File: src/rtl/platform_pio_pkg.sv
// Shared definitions for the platform PIO blocks: register offsets, edge-select codes, clog2.
package platform_pio_pkg;

    localparam logic [1:0] PIO_ADDR_DATA    = 2'd0;
    localparam logic [1:0] PIO_ADDR_IRQMASK = 2'd2;
    localparam logic [1:0] PIO_ADDR_EDGECAP = 2'd3;

    typedef enum logic [1:0] {
        PIO_EDGE_RISE = 2'd0,
        PIO_EDGE_FALL = 2'd1,
        PIO_EDGE_ANY  = 2'd2
    } pio_edge_e;

    // Bits needed to hold values 0..v-1; never returns less than 1.
    function automatic int unsigned clog2(input int unsigned v);
        int unsigned r;
        r = 0;
        while ((32'd1 << r) < v) r++;
        if (r == 0) r = 1;
        return r;
    endfunction

endpackage

File: src/rtl/platform_pio_debounce.sv
// Single-bit debounce filter: the output follows the synchronised input only after it has
// held one value for DEBOUNCE_CYCLES+1 consecutive samples.
module platform_pio_debounce
    import platform_pio_pkg::*;
#(
    parameter int unsigned DEBOUNCE_CYCLES = 50000
) (
    input  logic clk_i,
    input  logic rst_i,
    input  logic sync_i,
    output logic filtered_o
);

    localparam int unsigned CW = clog2(DEBOUNCE_CYCLES + 1);
    localparam logic [CW-1:0] CNT_MAX  = CW'(DEBOUNCE_CYCLES);
    localparam logic [CW-1:0] CNT_LAST = CW'(DEBOUNCE_CYCLES - 1);

    logic          cand_q, cand_d;
    logic          filt_q, filt_d;
    logic [CW-1:0] cnt_q, cnt_d;

    always_comb begin
        cand_d = sync_i;
        filt_d = filt_q;
        cnt_d  = cnt_q;
        if (sync_i != cand_q) begin
            cnt_d = '0;
        end else if (cand_q != filt_q && cnt_q == CNT_LAST) begin
            // Counter reaches DEBOUNCE_CYCLES on this sample: commit and restart.
            filt_d = cand_q;
            cnt_d  = '0;
        end else if (cnt_q != CNT_MAX) begin
            cnt_d = cnt_q + 1'b1;
        end
    end

    always_ff @(posedge clk_i or posedge rst_i) begin
        if (rst_i) begin
            cand_q <= 1'b0;
            filt_q <= 1'b0;
            cnt_q  <= '0;
        end else begin
            cand_q <= cand_d;
            filt_q <= filt_d;
            cnt_q  <= cnt_d;
        end
    end

    assign filtered_o = filt_q;

endmodule

File: src/rtl/platform_pio_keys_in.sv
// Avalon-MM input PIO: synchroniser, optional debounce (PIO_DEBOUNCE_EN), armed edge capture,
// W1C edge register, interrupt mask and zero-latency read mux.
module platform_pio_keys_in
    import platform_pio_pkg::*;
#(
    parameter int unsigned WIDTH           = 4,
    parameter int unsigned SYNC_STAGES     = 2,
    parameter int unsigned EDGE_TYPE       = 0,
    parameter int unsigned DEBOUNCE_CYCLES = 50000
) (
    input  logic             clk,
    input  logic             reset,
    input  logic [1:0]       address,
    input  logic             chipselect,
    input  logic             write_n,
    input  logic [31:0]      writedata,
    input  logic [WIDTH-1:0] in_port,
    output logic [31:0]      readdata,
    output logic             irq
);

`ifdef PIO_DEBOUNCE_EN
    localparam int unsigned DEB_LAT = DEBOUNCE_CYCLES;
`else
    localparam int unsigned DEB_LAT = 0;
`endif
    // Filtered settles SYNC_STAGES+DEB_LAT+1 cycles after reset; one more lets prev catch up.
    localparam int unsigned ARM_LEN = SYNC_STAGES + DEB_LAT + 2;
    localparam int unsigned AW      = clog2(ARM_LEN + 1);
    localparam logic [AW-1:0] ARM_MAX = AW'(ARM_LEN);
    localparam pio_edge_e EDGE_SEL = pio_edge_e'(EDGE_TYPE[1:0]);

    logic [WIDTH-1:0] sync_q [SYNC_STAGES];
    logic [WIDTH-1:0] sync_w;
    logic [WIDTH-1:0] filtered;
    logic [WIDTH-1:0] prev_q;
    logic [WIDTH-1:0] mask_q, mask_d;
    logic [WIDTH-1:0] ecap_q, ecap_d;
    logic [WIDTH-1:0] edge_w;
    logic [WIDTH-1:0] wdata_w;
    logic [AW-1:0]    arm_cnt_q, arm_cnt_d;
    logic             armed;
    logic             wr;
    logic             unused_ok;

    assign unused_ok = ^{writedata, DEBOUNCE_CYCLES};

    always_ff @(posedge clk or posedge reset) begin
        if (reset) begin
            for (int unsigned i = 0; i < SYNC_STAGES; i++) sync_q[i] <= '0;
        end else begin
            sync_q[0] <= in_port;
            for (int unsigned i = 1; i < SYNC_STAGES; i++) sync_q[i] <= sync_q[i-1];
        end
    end

    assign sync_w = sync_q[SYNC_STAGES-1];

`ifdef PIO_DEBOUNCE_EN
    for (genvar b = 0; b < int'(WIDTH); b++) begin : g_deb
        platform_pio_debounce #(
            .DEBOUNCE_CYCLES(DEBOUNCE_CYCLES)
        ) u_deb (
            .clk_i      (clk),
            .rst_i      (reset),
            .sync_i     (sync_w[b]),
            .filtered_o (filtered[b])
        );
    end
`else
    logic [WIDTH-1:0] filt_q;

    always_ff @(posedge clk or posedge reset) begin
        if (reset) filt_q <= '0;
        else       filt_q <= sync_w;
    end

    assign filtered = filt_q;
`endif

    always_comb begin
        arm_cnt_d = arm_cnt_q;
        if (arm_cnt_q != ARM_MAX) arm_cnt_d = arm_cnt_q + 1'b1;
    end

    assign armed   = (arm_cnt_q == ARM_MAX);
    assign wr      = chipselect & ~write_n;
    assign wdata_w = writedata[WIDTH-1:0];

    always_comb begin
        case (EDGE_SEL)
            PIO_EDGE_FALL: edge_w = ~filtered & prev_q;
            PIO_EDGE_ANY:  edge_w = filtered ^ prev_q;
            default:       edge_w = filtered & ~prev_q;
        endcase
    end

    always_comb begin
        ecap_d = ecap_q;
        mask_d = mask_q;
        if (wr && address == PIO_ADDR_EDGECAP) ecap_d = ecap_d & ~wdata_w;
        if (wr && address == PIO_ADDR_IRQMASK) mask_d = wdata_w;
        // Capture is applied after the clear so a colliding edge keeps its bit.
        if (armed) ecap_d = ecap_d | edge_w;
    end

    always_ff @(posedge clk or posedge reset) begin
        if (reset) begin
            prev_q    <= '0;
            mask_q    <= '0;
            ecap_q    <= '0;
            arm_cnt_q <= '0;
        end else begin
            prev_q    <= filtered;
            mask_q    <= mask_d;
            ecap_q    <= ecap_d;
            arm_cnt_q <= arm_cnt_d;
        end
    end

    always_comb begin
        readdata = '0;
        case (address)
            PIO_ADDR_DATA:    readdata[WIDTH-1:0] = filtered;
            PIO_ADDR_IRQMASK: readdata[WIDTH-1:0] = mask_q;
            PIO_ADDR_EDGECAP: readdata[WIDTH-1:0] = ecap_q;
            default:          readdata = '0;
        endcase
    end

    assign irq = |(ecap_q & mask_q);

endmodule

File: config.mk
export PLATFORM = sky130hd
export DESIGN_NAME = platform_pio_keys_in
export DESIGN_NICKNAME = d
export VERILOG_FILES = /design/src/rtl/platform_pio_pkg.sv /design/src/rtl/platform_pio_debounce.sv /design/src/rtl/platform_pio_keys_in.sv
export SDC_FILE = /design/constraint.sdc
export NUM_CORES = 1
export LEC_CHECK = 0
export ABC_AREA = 1
export ABC_CLOCK_PERIOD_IN_PS = 1200
export CAP_MARGIN = 25
export CORE_MARGIN = 2
export CORE_UTILIZATION = 25
export CTS_CLUSTER_DIAMETER = 120
export DETAILED_ROUTE_END_ITERATION = 7
export PLACE_DENSITY = 0.57
export SETUP_SLACK_MARGIN = 0.2
export SYNTH_ARGS = -nofsm -noshare
export SYNTH_HDL_FRONTEND = slang
export SYNTH_SLANG_ARGS = --single-unit
File: constraint.sdc
create_clock -name clk -period 1.2 [get_ports clk]
set_input_delay 0.36 -clock clk [delete_from_list [all_inputs] [get_ports clk]]
set_output_delay 0.36 -clock clk [all_outputs]
set_load 0.005 [all_outputs]
# ---- Yosys cells after proc, flatten, opt, wreduce, memory -nomap -nowiden
# Cells that the tools add are included.
dict set report totals {
  reg_bits 27
  input_bits 42
  out_inout_bits 33
  wordCells 27
}
dict set report op_classes {
  addsub 1
  n_eq_ne 4
  n_mux 3
  n_bitwise 8
  reduce_logical 4
}
# operator count
set op_table {}
lappend op_table {{4-bit bitwise AND} 3}
lappend op_table {{4-bit case mux with 3 select lines} 1}
lappend op_table {{4-bit 2-to-1 mux} 2}
lappend op_table {{4-bit NOT} 2}
lappend op_table {{2-bit equality test (second input constant)} 2}
lappend op_table {{4-bit OR} 1}
lappend op_table {{4-bit OR reduction} 1}
lappend op_table {{3-bit by 1-bit adder with 3-bit output (second input constant)} 1}
lappend op_table {{3-bit equality test (second input constant)} 1}
lappend op_table {{3-bit != test (second input constant)} 1}
lappend op_table {{1-bit logical AND} 2}
lappend op_table {{2-bit zero test} 1}
lappend op_table {{1-bit bitwise AND} 1}
lappend op_table {{1-bit NOT} 1}

# ---- Depth between registers and ports, before layout
# Gate-level depths: netlist of the first run.
dict set report depth {
  ltp_word 6
  depth_mapped 6
  depth_no_buf 6
}

# ---- Worst setup path after synthesis of the first run
# Ideal clock, no wire load.
dict set report synth_timing {
  kind {input-to-output}
  start {input address[1]}
  end {output readdata[0]}
  t_arrival_ns 0.694
  required_time_ns 0.840
  path_slack_ns 0.146
  stages 4
  n_path_buf 0
  cell_sequence {inv_1 -> nor2_4 -> nand2_1 -> nand3_1}
}
dict set report synth_via {
  elab_chain_cells 2
  elab_cells_between_ends 4
  cone_classes {eq/ne: 2; mux: 1; reduce/logical: 1}
}
# element line
set synth_rtl {}
lappend synth_rtl {{start, declared} platform_pio_keys_in.sv:13} ;# input logic [1:0] address,
lappend synth_rtl {{2-bit equality test / 2-bit zero test (equally long branches)} platform_pio_keys_in.sv:123} ;# case (address)
lappend synth_rtl {{4-bit case mux with 3 select lines *} platform_pio_keys_in.sv:123}
lappend synth_rtl {{end, declared} platform_pio_keys_in.sv:18} ;# output logic [31:0] readdata,
# Every way passes the cells marked *; elsewhere a longest branch is shown, timed or not.

# ---- Final worst setup path of the first run
dict set report layout_timing {
  start {register mask_q[3]}
  end {output irq}
}
dict set report layout_via {
  elab_chain_cells 2
}
# element line
set layout_rtl {}
lappend layout_rtl {{start, declared} platform_pio_keys_in.sv:37} ;# logic [WIDTH-1:0] mask_q, mask_d;
lappend layout_rtl {{start signal, assigned} platform_pio_keys_in.sv:115} ;# mask_q <= mask_d;
lappend layout_rtl {{4-bit bitwise AND} platform_pio_keys_in.sv:131} ;# assign irq = |(ecap_q & mask_q);
lappend layout_rtl {{4-bit OR reduction} platform_pio_keys_in.sv:131}
lappend layout_rtl {{end, declared} platform_pio_keys_in.sv:19} ;# output logic irq
# Every way passes these cells.

==> impl_metrics.toml, run 1 <==
[status]
outcome = "finished, violations left"
failed_checks = "setup timing"

[floorplan]
fp.dieH_um = 74.0
ios = 75
dieArea_um2 = 5480
die_x_um = 74.0
start_util_pct = 26.0
core-area_um2 = 4720
num_rows = 25

[worst_setup_path]
timing.rr.start = "arm_cnt_q[1]$_DFFE_PP0P_"
critPathCaptureType = "primary output"
critical_path_class = "flop to primary output"
crit_fanout = 3
worst_r2r_path_depth = 4
cp_cell_sequence = "nand2_1 -> nand4_1 -> buf_2"
r2r-end = "arm_cnt_q[0]$_DFFE_PP0P_"
path_buf_inv = 1
slowest_stage = "dfrtp_1"
cp-start-kind = "flop"
arrival_ps = 980
reg2reg_setup_slack_ps = 180
cp_slowest_stage_delay_ps = 410
cp_top_family = "flip-flops"
crit_required_ps = 840

[worst_hold_path]
min-delay-start = "sync_w[0]$_DFF_PP0_"
holdPathEnd = "filt_q[0]$_DFF_PP0_"
hold_depth = 0
hp-class = "flop to flop"

[final_layout]
nets = 207
fillers = 494
fin_area_um2 = 1600
final_layout_size_suffix_gt1_share_pct = 26.5
num_antenna_cells = 0
synthToLayoutAreaGrowth_pct = 30.6

[synthesis]
synthCells = 128
synth.largest_area_cell = "dfrtp_1"
synthAdderAreaFrac_pct = 2.04
syn_area_um2 = 1230
synth-simple-area-share_pct = 21.7
synth_xor_area_share_pct = 1.43
synth_mux_area_share_pct = 0
avgSynthCellArea_um2 = 9.58
synth_top_family_by_area = "simple AND/OR/NAND/NOR gates"
synthTopCellsByArea = "dfrtp_1 55%, buf_4 17%, nand2_1 12%"
synth_compound_area_share_pct = 0.408
synth-seq-cells = 27
synth-seq-area-share_pct = 55.1
yosys.cell_types.count = 15
synth_warnings = 0
synth_top_area_share_pct = 55.1

[sta]
clock.fmax_ghz = 0.745
hold_ws_ps = 357
min_period_over_period_pct = 112
rsz0062_at_grt = "yes"
finClkSkew_ps = 2.62
setup_viol = 5
drv_slew = 0
fin_crit_ps = 1340
fin_ws_ps = -142
hold_viol_final = 0

[drt]
firstDrtPassIters = 4
routedWlPerCell_um = 9.44
drtIter0Drc = 22
route.vias.total = 815
wirelength_um = 2160
vias_per_cell = 3.56
drcViolationCount = 0
ant_nets = 0

[clocking]
cts.root.buffer_cell = "clkbuf_8"
cts_htree_levels = 1
cts_tree = "built"
clock_latency_ps = 270
clkSlewWorstSetupHoldPaths_ps = 100
clockBufferDepth = 2
cts_sinks = 27
numCtsBuffers = 3

[power]
p_sw_w = 0.000476
vdd_drop_max_mv = 0.882
p_clk_share_pct = 29.8
p_int_w = 0.00134
power_frac_comb_pct = 14.7
seqPwrFrac_pct = 55.5
switching_share_pct = 26.1
p_per_area_nw_per_um2 = 1140
leakagePower_nw = 0.805

[global_routing]
grt_pass1_vias = 770
overflow = 0
grt_max_degree = 28
grt_usage_pct = 7.95
grt_pass1_wl_um = 3330
antenna_found_initial = 0

[placed_design]
placed_cell_area_um2 = 1430
dp_hpwl_um = 1410
gp_congestion = 0.702
io_buffers = 18
place_ws_ps = -1040

[run]
cap_violations = 0
==> worst reg2reg max path, cell delays in order (launching register included) <==
cell and delay (ps):
dfrtp_1 410, inv_2 100, ha_4 170, nand2_8 90, xor2_1 160
==> area by class of cell <==
| cell class | instances | area, um^2 | share of cell area, % |
|---|---|---|---|
| Tap cell | 67 | 83.8 | 5.23 |
| Timing Repair Buffer | 30 | 262 | 16.3 |
| Multi-Input combinational cell | 95 | 500 | 31.2 |
| Clock inverter | 1 | 8.76 | 0.547 |
| Clock buffer | 3 | 41.3 | 2.58 |
| Inverter | 6 | 30.0 | 1.87 |
| Sequential cell | 27 | 676 | 42.2 |
==> synth_stat cells <==
| master | number |
|---|---|
| nand2_2 | 2 |
| dfrtp_1 | 27 |
| xnor2_1 | 1 |
| xor2_1 | 1 |
| nand2_1 | 39 |
| nand4_1 | 1 |
| buf_4 | 28 |
| conb_1 | 1 |
| ha_1 | 2 |
| inv_2 | 1 |
| nand3_1 | 12 |
| nor2_4 | 2 |
| o21ai_0 | 1 |
| inv_1 | 5 |
| nor2_1 | 5 |
==> layout by cell type, fill, tap and decap left out, types with 2 or more instances in the layout <==
master and instances:
nand3_1 12, nand2_2 2, clkdlybuf4s50_1 9, nor2_2 2
clkbuf_8 3, buf_2 5, conb_1 28, nand2_1 36
dfrtp_1 27, dlygate4sd2_1 2, buf_4 11, nor2_4 5
nand2_4 2, inv_2 4
==> logic make-up (layout without fill, tap and decap cells) <==
| kind of cell | count (synthesis) | in the layout |
|---|---|---|
| AND/OR/NAND/NOR | 61 | 62 |
| buffers and inverters | 34 | 40 |
| adder cells (fa/ha/maj) | 2 | 2 |
| AO/OA/AOI/OAI | 1 | 1 |
| XOR/XNOR | 2 | 2 |
| flip-flops | 27 | 27 |
| other | 1 | 28 |
==> power by group through the flow <==
stage	Sequential (W)	Clock [W]	Combinational [W]
CTS	0.00101	0.000571	0.000254
finish	0.00101	0.000542	0.000268
global placement	0.00102	0	0.000251
detailed placement	0.00103	0	0.000255
floorplan	0.00101	0	0.000189
global route	0.00102	0.000603	0.000302
==> through the flow <==
stage	TNS, ps	instances	util [%]	power [W]
3_3_place_gp	-7270	215	30.2	0.00127
6_report	-610	229	33.9	0.00182
4_1_cts	-639	228	32.5	0.00183
2_1_floorplan	0	155	-	0.00120
3_5_place_dp	-7500	215	30.2	0.00128
5_1_grt	-856	229	33.9	0.00192
==> routing by layer <==
metal / wire [um] / vias up / global-route usage, %
li1: - / 408 / -
met1: 885 / 378 / 9.12
met2: 1110 / 29 / 14.2
met3: 169 / 0 / 3.66
met4: 0 / 0 / 0.606
met5: 0 / - / 0
==> sequential cells by signal, indices dropped and copies added, names as in the netlist <==
register,count
arm_cnt_q,3
ecap_q,4
filt_q,4
mask_q,4
prev_q,4
sync_q,4
sync_w,4
==> repair_timing <==
item,CTS,global route
cloned,1,0
endpoints found under the setup margin,15,11
gates resized for setup,42,15
pin swaps,19,4
hold buffers,0,0
setup buffers,8,1
==> how the worst max path moves through the flow <==
stage | cells past startpoint | to | from
2_1_floorplan | 4 | readdata[0] | address[1]
3_3_place_gp | 6 | readdata[0] | address[1]
3_5_place_dp | 6 | readdata[1] | address[1]
4_1_cts | 3 | irq | mask_q[3]$_DFFE_PP0P_
5_1_grt | 3 | irq | mask_q[3]$_DFFE_PP0P_
6_report | 3 | irq | mask_q[3]$_DFFE_PP0P_
(Power assumes the default switching activity.)
==> run 2, diff against run 1 <==
Settings changed: CORE_MARGIN 2 to 1.
==> impl_metrics.toml, run 2 (synthesis results as in run 1) <==
[status]
outcome = "finished, violations left"
failed_checks = "setup timing"

[power]
p_int_w = 0.00135
power_frac_comb_pct = 16.2
total_power_w = 0.00178
switching_share_pct = 24.3
leakagePower_nw = 0.810
p_clk_share_pct = 27.1
p_sw_w = 0.000433
vdd_drop_max_mv = 0.997
seqPwrFrac_pct = 56.7
p_per_area_nw_per_um2 = 1100

[global_routing]
grt_pass1_vias = 813
grtUsageMet3_pct = 3.19
antenna_found_initial = 0
overflow = 0
grt_max_degree = 28
grt_usage_pct = 8.93
grt_use_met1_pct = 10.9
grt_pass1_wl_um = 3550
grt_util_met2_pct = 15.5
grt_busiest_layer = "met2"

[drt]
drtIter0Drc = 39
wirelength_um = 2130
routedWlPerCell_um = 9.19
ant_nets = 0
vias_per_cell = 3.63
firstDrtPassIters = 4
drcViolationCount = 0
route.vias.total = 842

[final_layout]
mostFrequentLayoutCells = "35 x nand2_1, 28 x conb_1, 27 x dfrtp_1"
synthToLayoutAreaGrowth_pct = 31.6
nets = 210
layout.cells.most_common = "nand2_1"
num_antenna_cells = 0
fillers = 489
final_layout_size_suffix_gt1_share_pct = 28.5
fin_util_pct = 34.2

[clocking]
cts_tree = "built"
clock_latency_ps = 260
clkSlewWorstSetupHoldPaths_ps = 80
cts_htree_levels = 1
numCtsBuffers = 3
clockBufferDepth = 2
cts_sinks = 27
cts.root.buffer_cell = "clkbuf_8"

[worst_setup_path]
startpoint = "ecap_q[2]$_DFF_PP0_"
reg2reg_setup_slack_ps = 190
slowest_stage = "dfrtp_1"
cp_slowest_stage_delay_ps = 400
crit_fanout = 2
endpoint = "irq"
arrival_ps = 1060
worst_r2r_path_depth = 4
critPathCaptureType = "primary output"
cp-start-kind = "flop"
timing.rr.start = "arm_cnt_q[0]$_DFFE_PP0P_"
critical_path_class = "flop to primary output"
crit_required_ps = 840
r2r-end = "arm_cnt_q[0]$_DFFE_PP0P_"
cp_cell_sequence = "buf_6 -> nand2_2 -> nand4_1 -> buf_2"

[placed_design]
dp_hpwl_um = 1360
gp_congestion = 0.739
io_buffers = 18

[floorplan]
ios = 75
num_rows = 25
start_util_pct = 26.0
core-area_um2 = 4720
die_x_um = 72.0
dieArea_um2 = 5190
fp.dieH_um = 72.0

[sta]
hold_viol_final = 0
clock.fmax_ghz = 0.704
rsz0062_at_grt = "yes"
drv_slew = 0
finClkSkew_ps = 6.36
fin_ws_ps = -219
setup_viol = 5
min_period_over_period_pct = 118
fin_crit_ps = 1420

[worst_hold_path]
hp-class = "flop to flop"

[run]
cap_violations = 0
[run 2: power groups by stage]
stage	logic, W	clock network [W]	registers [W]
finish	0.000289	0.000483	0.00101
CTS	0.000273	0.000513	0.00101
floorplan	0.000189	0	0.00101
global route	0.000324	0.000560	0.00102
global placement	0.000262	0	0.00102
detailed placement	0.000264	0	0.00102
[run 2: area by class of cell]
cell class | instances | area (um^2) | area share, %
clock buffer | 4 | 45.0 | 2.79
inverter | 6 | 30.0 | 1.86
multi-input combinational | 95 | 480 | 29.8
sequential | 27 | 676 | 41.9
tap | 67 | 83.8 | 5.19
timing repair buffer | 33 | 299 | 18.5
[run 2: worst min-delay path by stage]
stage                     slack, ps  depth (start not counted)                 from                   to
after global routing            360                          0  sync_q[7]$_DFF_PP0_  sync_w[3]$_DFF_PP0_
after global placement          330                          0  sync_w[0]$_DFF_PP0_  filt_q[0]$_DFF_PP0_
after detailed placement        340                          0  sync_q[7]$_DFF_PP0_  sync_w[3]$_DFF_PP0_
final                           350                          0  sync_q[4]$_DFF_PP0_  sync_w[0]$_DFF_PP0_
after CTS                       360                          0  sync_q[7]$_DFF_PP0_  sync_w[3]$_DFF_PP0_
after floorplan                 330                          0  sync_w[0]$_DFF_PP0_  filt_q[0]$_DFF_PP0_
[run 2: critical path, delay by kind of cell (launching register included)]
family | cells | cell delay (ps)
buf+inv | 2 | 260
flops | 1 | 400
simple gates | 2 | 130
[run 2: per-stage QoR]
stage	hold WS [ps]	worst slack, ps	TNS, ps	instances	area [um^2]
2_1_floorplan	331	160	0	155	1340
3_3_place_gp	331	-1010	-7610	218	1450
3_5_place_dp	336	-1010	-7680	218	1450
4_1_cts	355	-222	-768	231	1560
5_1_grt	359	-271	-1030	232	1610
6_report	350	-219	-776	232	1610
[run 2: what timing repair did]
action	CTS	global route
buffers inserted	8	1
pin swaps	16	7
gates cloned	1	0
resized for setup	45	13
endpoints found under the setup margin	15	11
hold buffers	0	0
[run 2: layer usage]
metal	up-vias	part of all wire, %
met4	0	0
met1	392	42
met2	33	51
met3	0	6.6
met5	-	0
li1	417	-
